===== src/rtl/spi_pkg.sv =====
// Shared types and default sizes for the SPI receive path.
// Optional build macro used by the deserializer: SPI_RX_PARTIAL_FLUSH_EN.
package spi_pkg;

    // Receive FSM: waiting for a frame, or collecting bits inside one.
    typedef enum logic [0:0] {
        StIdle,
        StCollect
    } rx_state_t;

    localparam int unsigned SPI_RX_DATA_W     = 8;
    localparam int unsigned SPI_RX_FIFO_DEPTH = 4;

endpackage


===== src/rtl/spi_rx_fifo.sv =====
// Synchronous first-word-fall-through FIFO. The head word is visible on pop_data_o
// whenever empty_o is low. A push while full is accepted only if a pop happens in the
// same cycle; otherwise it is dropped and the caller decides what to flag.
module spi_rx_fifo #(
    parameter int unsigned Width = 8,
    parameter int unsigned Depth = 4
) (
    input  logic                     clk_i,
    input  logic                     rst_i,
    input  logic                     push_i,
    input  logic [Width-1:0]         push_data_i,
    input  logic                     pop_i,
    output logic [Width-1:0]         pop_data_o,
    output logic                     full_o,
    output logic                     empty_o,
    output logic [$clog2(Depth):0]   level_o
);

    localparam int unsigned AW = $clog2(Depth);

    logic [Width-1:0] mem_q [Depth];
    logic [AW-1:0]    wr_ptr_q;
    logic [AW-1:0]    rd_ptr_q;
    logic [AW:0]      level_q;
    logic             push_ok;
    logic             pop_ok;

    // Status flags and qualified push/pop.
    always_comb begin
        full_o  = (level_q == (AW+1)'(Depth));
        empty_o = (level_q == '0);
        push_ok = push_i && (!full_o || pop_i);
        pop_ok  = pop_i && !empty_o;
        // Drive zero when empty so the output is clean after reset and drain.
        pop_data_o = empty_o ? '0 : mem_q[rd_ptr_q];
        level_o    = level_q;
    end

    // Storage, pointers and occupancy; pointers wrap naturally (Depth is a power of two).
    always_ff @(posedge clk_i or posedge rst_i) begin
        if (rst_i) begin
            for (int i = 0; i < int'(Depth); i++) begin
                mem_q[i] <= '0;
            end
            wr_ptr_q <= '0;
            rd_ptr_q <= '0;
            level_q  <= '0;
        end else begin
            if (push_ok) begin
                mem_q[wr_ptr_q] <= push_data_i;
                wr_ptr_q        <= wr_ptr_q + 1'b1;
            end
            if (pop_ok) begin
                rd_ptr_q <= rd_ptr_q + 1'b1;
            end
            unique case ({push_ok, pop_ok})
                2'b10:   level_q <= level_q + 1'b1;
                2'b01:   level_q <= level_q - 1'b1;
                default: level_q <= level_q;
            endcase
        end
    end

endmodule


===== src/rtl/spi_rx_deserializer.sv =====
// Assembles DATA_W-bit words from the SPI master's per-bit strobe/data stream and buffers
// them in a FWFT FIFO with a valid/ready output. Flags dropped words (overflow) and frames
// that end mid-word.
// Build macro SPI_RX_PARTIAL_FLUSH_EN: when defined, a partial word at frame end is
// zero-padded and pushed instead of raising frame_err_o.
module spi_rx_deserializer
    import spi_pkg::*;
#(
    parameter int unsigned DATA_W     = SPI_RX_DATA_W,
    parameter int unsigned FIFO_DEPTH = SPI_RX_FIFO_DEPTH,
    parameter bit          MSB_FIRST  = 1'b1
) (
    input  logic                            clk_i,
    input  logic                            rst_i,
    input  logic                            frame_i,
    input  logic                            bit_we_i,
    input  logic                            bit_wd_i,
    input  logic                            clr_i,
    output logic [DATA_W-1:0]               m_data_o,
    output logic                            m_valid_o,
    input  logic                            m_ready_i,
    output logic [$clog2(FIFO_DEPTH):0]     level_o,
    output logic                            overflow_o,
    output logic                            frame_err_o
);

    localparam int unsigned CW = $clog2(DATA_W);

    rx_state_t         state_q, state_d;
    logic [CW-1:0]     cnt_q, cnt_d;
    logic [DATA_W-1:0] sh_q, sh_d;
    logic [DATA_W-1:0] sh_next;
    logic              overflow_q, overflow_d;
    logic              frame_err_q, frame_err_d;

    logic              accept;
    logic              push;
    logic [DATA_W-1:0] push_data;
    logic              pop;
    logic              frame_err_set;
    logic              overflow_set;
    logic              fifo_full;
    logic              fifo_empty;

    // Shift register value after accepting the current bit.
    always_comb begin
        accept = bit_we_i && frame_i;
        if (MSB_FIRST) begin
            sh_next = {sh_q[DATA_W-2:0], bit_wd_i};
        end else begin
            sh_next = {bit_wd_i, sh_q[DATA_W-1:1]};
        end
    end

`ifdef SPI_RX_PARTIAL_FLUSH_EN
    logic [DATA_W-1:0] partial_word;
    int unsigned       pad_amt;

    // Shift the received bits to their final alignment; vacated positions fill with zeros
    // and any stale bits from an earlier word are shifted out.
    always_comb begin
        pad_amt = DATA_W - 32'(cnt_q);
        if (MSB_FIRST) begin
            partial_word = sh_q << pad_amt;
        end else begin
            partial_word = sh_q >> pad_amt;
        end
    end
`endif

    // FSM next state, bit collection and word push generation.
    always_comb begin
        state_d       = state_q;
        cnt_d         = cnt_q;
        sh_d          = sh_q;
        push          = 1'b0;
        push_data     = sh_next;
        frame_err_set = 1'b0;

        unique case (state_q)
            StIdle: begin
                if (frame_i) begin
                    state_d = StCollect;
                end
            end
            StCollect: begin
                if (!frame_i) begin
                    state_d = StIdle;
                    cnt_d   = '0;
                    sh_d    = '0;
                    if (cnt_q != '0) begin
`ifdef SPI_RX_PARTIAL_FLUSH_EN
                        push      = 1'b1;
                        push_data = partial_word;
`else
                        frame_err_set = 1'b1;
`endif
                    end
                end
            end
            default: state_d = StIdle;
        endcase

        // accept implies frame_i=1, so it never overlaps the frame-end branch above.
        if (accept) begin
            sh_d = sh_next;
            if (cnt_q == CW'(DATA_W - 1)) begin
                cnt_d     = '0;
                push      = 1'b1;
                push_data = sh_next;
            end else begin
                cnt_d = cnt_q + 1'b1;
            end
        end
    end

    // Sticky flags: a set in the same cycle wins over clr_i.
    always_comb begin
        pop          = m_valid_o && m_ready_i;
        overflow_set = push && fifo_full && !pop;
        overflow_d   = overflow_set  ? 1'b1 : (clr_i ? 1'b0 : overflow_q);
        frame_err_d  = frame_err_set ? 1'b1 : (clr_i ? 1'b0 : frame_err_q);
    end

    // State registers.
    always_ff @(posedge clk_i or posedge rst_i) begin
        if (rst_i) begin
            state_q     <= StIdle;
            cnt_q       <= '0;
            sh_q        <= '0;
            overflow_q  <= 1'b0;
            frame_err_q <= 1'b0;
        end else begin
            state_q     <= state_d;
            cnt_q       <= cnt_d;
            sh_q        <= sh_d;
            overflow_q  <= overflow_d;
            frame_err_q <= frame_err_d;
        end
    end

    spi_rx_fifo #(
        .Width (DATA_W),
        .Depth (FIFO_DEPTH)
    ) u_fifo (
        .clk_i       (clk_i),
        .rst_i       (rst_i),
        .push_i      (push),
        .push_data_i (push_data),
        .pop_i       (pop),
        .pop_data_o  (m_data_o),
        .full_o      (fifo_full),
        .empty_o     (fifo_empty),
        .level_o     (level_o)
    );

    // Output mapping.
    always_comb begin
        m_valid_o   = !fifo_empty;
        overflow_o  = overflow_q;
        frame_err_o = frame_err_q;
    end

endmodule


===== config.mk =====
export PLATFORM = sky130hd
export DESIGN_NAME = spi_rx_deserializer
export DESIGN_NICKNAME = d
export VERILOG_FILES = /design/src/rtl/spi_pkg.sv /design/src/rtl/spi_rx_fifo.sv /design/src/rtl/spi_rx_deserializer.sv
export SDC_FILE = /design/constraint.sdc
export NUM_CORES = 1
export LEC_CHECK = 0
export CAP_MARGIN = 20
export CORE_MARGIN = 1.5
export CORE_UTILIZATION = 40
export DETAILED_ROUTE_END_ITERATION = 10
export PLACE_DENSITY = 0.69
export SYNTH_ARGS = -nofsm -noshare
export SYNTH_HDL_FRONTEND = slang
export SYNTH_SLANG_ARGS = --single-unit

===== constraint.sdc =====
create_clock -name clk_i -period 2.8 [get_ports clk_i]
set_input_delay 0.56 -clock clk_i [delete_from_list [all_inputs] [get_ports clk_i]]
set_output_delay 0.56 -clock clk_i [all_outputs]
set_load 0.02 [all_outputs]

After elaboration in Yosys (flattened, before gate mapping)
Index checks and enable logic that the tools add are counted.
{"block": "word_totals", "regBits": 52, "inputBits": 7, "word_cells": 69}
{"block": "classes", "add_sub_neg": 5, "magnitude_cmp": 3, "eq_ne": 5, "mux": 24, "bitwise_logic": 2, "reduce_logical": 18}
{"op": "$bwmux 32", "n": 1}
{"op": "$mux 8", "n": 4}
{"op": "$mux 7", "n": 3}
{"op": "$bmux 8 s2", "n": 1}
{"op": "$demux 8 s2", "n": 1}
{"op": "$mux 3", "n": 4}
{"op": "$mux 1", "n": 9}
{"op": "$reduce_bool 2->1", "n": 4}
{"op": "$logic_and 1x1->1", "n": 7}
{"op": "$add 3x1->3 const B", "n": 2}
{"op": "$eq 3x3->1 const B", "n": 2}
{"op": "$ge 3x3->1 const B", "n": 2}
{"op": "$not 2->3", "n": 2}
{"op": "$pmux 3 s2", "n": 1}
{"op": "$add 2x1->2 const B", "n": 2}
{"op": "$logic_not 1->1", "n": 3}
{"op": "$logic_not 3->1", "n": 1}
{"op": "$lt 3x1->1 const B", "n": 1}
{"op": "$reduce_bool 3->1", "n": 1}
{"op": "$sub 3x1->3 const B", "n": 1}
{"op": "$eq 2x1->1 const B", "n": 1}
{"op": "$eq 2x2->1 const B", "n": 1}
{"op": "$ne 2x1->1 const B", "n": 1}
{"op": "$reduce_and 2->1", "n": 1}
{"op": "$logic_or 1x1->1", "n": 1}

Depth between registers and ports, before layout
Gate-level depths: netlist (run 1).
{"block": "logic_depth", "word_depth": 7, "ltp_mapped": 11, "ltp_nobuf": 10}

Hierarchy
A second synthesis (run 1) with hierarchy kept.
{"block": "unflattened", "cells_unflattened": 177, "hier_area_um2": 2472.4}
{"mod": "spi_rx_fifo", "n_inst": 1, "cells_per_inst": 126, "area_per_inst_um2": 1860.5, "seq_area_each_um2": 975.9}
{"mod": "spi_rx_deserializer", "n_inst": 1, "cells_per_inst": 51, "area_per_inst_um2": 611.8, "seq_area_each_um2": 325.3}

Worst setup path after synthesis (run 1)
OpenSTA, ideal clock, no wires.
{"block": "synth_timing", "path_type": "input to register", "from": "input m_ready_i", "to": "register u_fifo.level_q[2], in the netlist u_fifo.level_o[2]", "setup_ps": 80, "arrival_ps": 2246, "setup_slack_ps": 474, "stages": 9, "path_cell_list": "or4b_1 -> buf_6 -> nand2_2 -> ha_1 -> inv_1 -> fa_1 -> xor2_1 -> nor2_1 -> xor2_1"}
{"block": "synth_between", "elab_chain_len": 5, "elab_cells_between_ends": 8, "cone_classes": "eq/ne: 2; mux: 1; reduce/logical: 5"}
{"item": "start, declared", "line_no": "spi_rx_deserializer.sv:21", "rtl": "input logic m_ready_i,"}
{"item": "$logic_and 1x1->1 (*)", "line_no": "spi_rx_deserializer.sv:119", "rtl": "pop = m_valid_o && m_ready_i;"}
{"item": "$logic_or 1x1->1", "line_no": "spi_rx_fifo.sv:32", "rtl": "push_ok = push_i && (!full_o || pop_i);"}
{"item": "$logic_and 1x1->1", "line_no": "spi_rx_fifo.sv:32"}
{"item": "$eq 2x1->1 or $eq 2x2->1 (tied branches)", "line_no": "spi_rx_fifo.sv:56", "rtl": "unique case ({push_ok, pop_ok})"}
{"item": "$pmux 3 s2 or $reduce_bool 2->1 (tied branches)"}
{"item": "end signal, assigned", "line_no": "spi_rx_fifo.sv:57", "rtl": "2'b10: level_q <= level_q + 1'b1;"}
{"item": "end signal, assigned", "line_no": "spi_rx_fifo.sv:58", "rtl": "2'b01: level_q <= level_q - 1'b1;"}
{"item": "end signal, assigned", "line_no": "spi_rx_fifo.sv:59", "rtl": "default: level_q <= level_q;"}
{"item": "end, declared", "line_no": "spi_rx_fifo.sv:24", "rtl": "logic [AW:0] level_q;"}
Every way passes the cells marked *; elsewhere a longest branch is shown, timed or not.
A chain may end at the register's enable or synchronous reset.

Worst setup path after layout (run 1)
{"block": "layout_timing", "from": "register u_fifo.rd_ptr_q[1]", "to": "output m_data_o[4]"}
{"block": "layout_between", "elab_chain_len": 5}
{"item": "start, declared", "line_no": "spi_rx_fifo.sv:23", "rtl": "logic [AW-1:0] rd_ptr_q;"}
{"item": "start signal, assigned", "line_no": "spi_rx_fifo.sv:54", "rtl": "rd_ptr_q <= rd_ptr_q + 1'b1;"}
{"item": "$not 2->3 (not written as such)", "line_no": "spi_rx_fifo.sv:35", "rtl": "pop_data_o = empty_o ? '0 : mem_q[rd_ptr_q];"}
{"item": "$bmux 8 s2", "line_no": "spi_rx_fifo.sv:35"}
{"item": "$mux 8 (not written as such) (2 in a row)", "line_no": "spi_rx_fifo.sv:35"}
{"item": "$mux 8", "line_no": "spi_rx_fifo.sv:35"}
{"item": "end, declared", "line_no": "spi_rx_deserializer.sv:19", "rtl": "output logic [DATA_W-1:0] m_data_o,"}
No other way between the ends. The select of a mux whose other input is x is not followed.

==> results of run 1 <==
[cells in the final DEF, fill, tap and decap left out]
master            n
o31ai_1           1
or4b_1            1
ha_1              8
o21ai_0           3
mux2_2           31
inv_2             1
nor2b_1           1
and3_1            1
nand2_1           2
mux2_1            2
a21oi_1           1
inv_6             2
and2_1           10
a22o_1            8
clkbuf_8          5
inv_1             9
buf_4             7
nand2_2           1
or3_1             2
xnor2_1           3
dfrtp_1          52
nor3b_1           1
clkdlybuf4s50_1  20
clkinv_4          1
o2bb2ai_1         1
nand3_1           1
fa_1              1
mux4_2            8
xor2_1            3
mux2i_1           1
nor2_1            1
nand2b_1          1
nand3_4           4
a32o_1            1
[flip-flops by register name (all words and copies together), names as in the netlist]
name / cells
u_fifo.mem_q: 32
u_fifo.rd_ptr_q: 2
frame_err_o: 1
sh_q: 7
u_fifo.level_o: 3
overflow_o: 1
u_fifo.wr_ptr_q: 2
cnt_q: 3
state_q: 1
[power breakdown]
part           internal (mW)  switching [mW]  total, mW
combinational          0.205           0.219      0.424
sequential             0.808          0.0814      0.889
clock                  0.184           0.263      0.448
total                   1.20           0.564       1.76
[cell type report]
class                      instances  area (µm²)  area share (%)
inverter                          10        37.5            1.32
multi-input combinational         98        1050            37.2
timing repair buffer              27         253            8.91
sequential                        52        1300            45.9
clock buffer                       5        68.8            2.43
clock inverter                     3        26.3           0.927
tap                               75        93.8            3.31
[path summary, 6_finish.rpt]
check | startpoint | end | depth (start not counted)
max | u_fifo.rd_ptr_q[1] | m_data_o[4] | 4
min | state_q | cnt_q[0] | 1
max reg2reg | cnt_q[0] | u_fifo.level_o[2] | 10
min reg2reg | state_q | cnt_q[0] | 1
max in group asynchronous | rst_i | u_fifo.mem_q[1] | 3
min in group asynchronous | rst_i | u_fifo.wr_ptr_q[1] | 3
[cells by family after synthesis]
group / after synthesis / synth area share, %
DFF: 52 / 53.6
muxes: 42 / 23.2
and+or+nand+nor: 26 / 8.41
buffers and inverters: 16 / 2.89
AOI/OAI and AO/OA: 15 / 4.80
adders and majority gates: 9 / 4.95
xor gates and xnor gates: 6 / 2.17
[cell usage after synthesis (2+ instances only)]
| library cell | number | area, µm² |
|---|---|---|
| nand2_1 | 2 | 7.51 |
| clkbuf_1 | 3 | 11.3 |
| or3_1 | 2 | 12.5 |
| mux2_1 | 2 | 22.5 |
| ha_1 | 8 | 100 |
| buf_2 | 2 | 10.0 |
| mux2_2 | 31 | 349 |
| xnor2_1 | 3 | 26.3 |
| xor2_1 | 3 | 26.3 |
| and2_1 | 10 | 62.6 |
| dfrtp_1 | 52 | 1300 |
| inv_1 | 10 | 37.5 |
| mux4_2 | 8 | 180 |
| a22o_1 | 8 | 70.1 |
| nand3_4 | 4 | 70.1 |
| o21ai_0 | 3 | 15.0 |
[worst register-to-register path, delay by kind of cell, from the launching register on]
kind,cells,cell delay [ps]
simple gates,3,410
buf+inv,1,60
xor+xnor,2,300
flops,1,420
fa+ha+maj,4,960
[metrics by stage]
stage	area, µm²	setup slack [ps]	total power [mW]	hold WS (ps)
finish	2840	147	1.76	498
CTS	2840	106	1.80	502
detailed placement	2740	62.7	1.34	478
global placement	2740	99.4	1.33	472
floorplan	2430	474	1.18	459
global route	2840	42.8	1.88	525
[routing by layer]
layer  wire length [µm]  GRT usage, %  vias up
met3                110          2.81        7
met4                 91          7.24        0
met1               2020          20.7      704
li1                   -             -      643
met2               1960          23.3       16
met5                  0             0        -
==> metrics.txt, run 1 <==
crit path kind=reg2out; Final ANT Viol Nets=0; CP top delay family=buffers and inverters; data arrival time of the critical path=~2100 ps; class of the worst hold path=reg2reg; drt drc=0; Hold Violations, Final=0; dominant synthesized flop cell=dfrtp_1; Clock Skew=between 9 and 10 ps; post-layout util=about half; IO buf count=20; Core ar.=approximately 0.006 mm²; yosys warns=0; die height=80.9 µm; initial antenna violation count=0; Final #Nets=210; Setup crit end kind=output pin; number of global-route vias before repair=1,451; final std cells w/o fill=270; CTS root buffer=clkbuf_8; gp weighted congestion=slightly above 0.7; first-pass GRT wire length=7.29 mm; Worst path slowest cell=clkdlybuf4s50_1; setup bufs post-CTS=0; Mapped Area=between 0.002 and 0.0025 mm²; status=completed; Post-Route Setup TNS=0 ps; synthesis-stage register bit count=52; mean post-synth cell area=between 10 and 15 µm²; Syn Nets=approximately 180; die area=~0.0065 mm²; Gate Count Post-Synth=between 150 and 200; I/O pins=21; DP Wirelength=about 2.7 mm; Avg WL per Cell=15.5 µm; layout cells sized above 1=30.8%; Filler cells=522; initial cell density of the core=between 40% and 50%; flop2flop setup slack=just under 600 ps; total length of routed wires=between 4 and 5 mm; LEAKAGE=~1.3 nW; Iter 0 DRT Violations=72; RSZ-0062 raised after global routing=no; DIE WIDTH=between 80 and 90 µm; placed cells=between 200 and 300; grt ovf=0; Least-Margin Pin Slew=about 640 ps; Vias=~1,400; CP peak stage delay=between 500 and 600 ps; CP max FO=9; H-tree level count=2; Final Cycle Share=94.8%; Tmin final=approximately 2700 ps; P&R area growth vs syn=16.9%; # hold bufs at CTS=0; total track usage=15.2%; diodes inserted=0; final slew viol count=0; drt pass-1 iters=4; worst-path cell chain=buf_4 > mux4_2 > and2_1 > clkdlybuf4s50_1; Slew Limit Headroom=~57%; pwr dens=621 mW/mm²; register area share after synthesis=between 50% and 60%; vias per cell=5.07; Crit path buffers/inverters=2; synth unique cells=31; peak supply drop=approximately 0.36 mV; Clock Path Buffers=2; clk sinks=52; Num CTS Buffers=5; CTS tree=done; CTS clk-pin slew, worst paths=around 90 ps; asr flop ratio synth=between 90% and 100%; Final setup violation count=0; Post-synth EDFFs=0; # rows=28; MaxCap Viol Count=0; Fmax=around 0.38 GHz; Startpoint Class=register; Req. time, crit path=about 2200 ps; worst-skew pair later-pin latency=just over 300 ps; post-cts resize count=0; pin count of the biggest net entering global routing=53
No activity file was read; power rests on OpenSTA's default activity.
==> run 2: changes to the inputs <==
- ABC_CLOCK_PERIOD_IN_PS: unset -> 2800
==> results of run 2 <==
The final DEF is identical to that of run 1; final timing and power are the same.
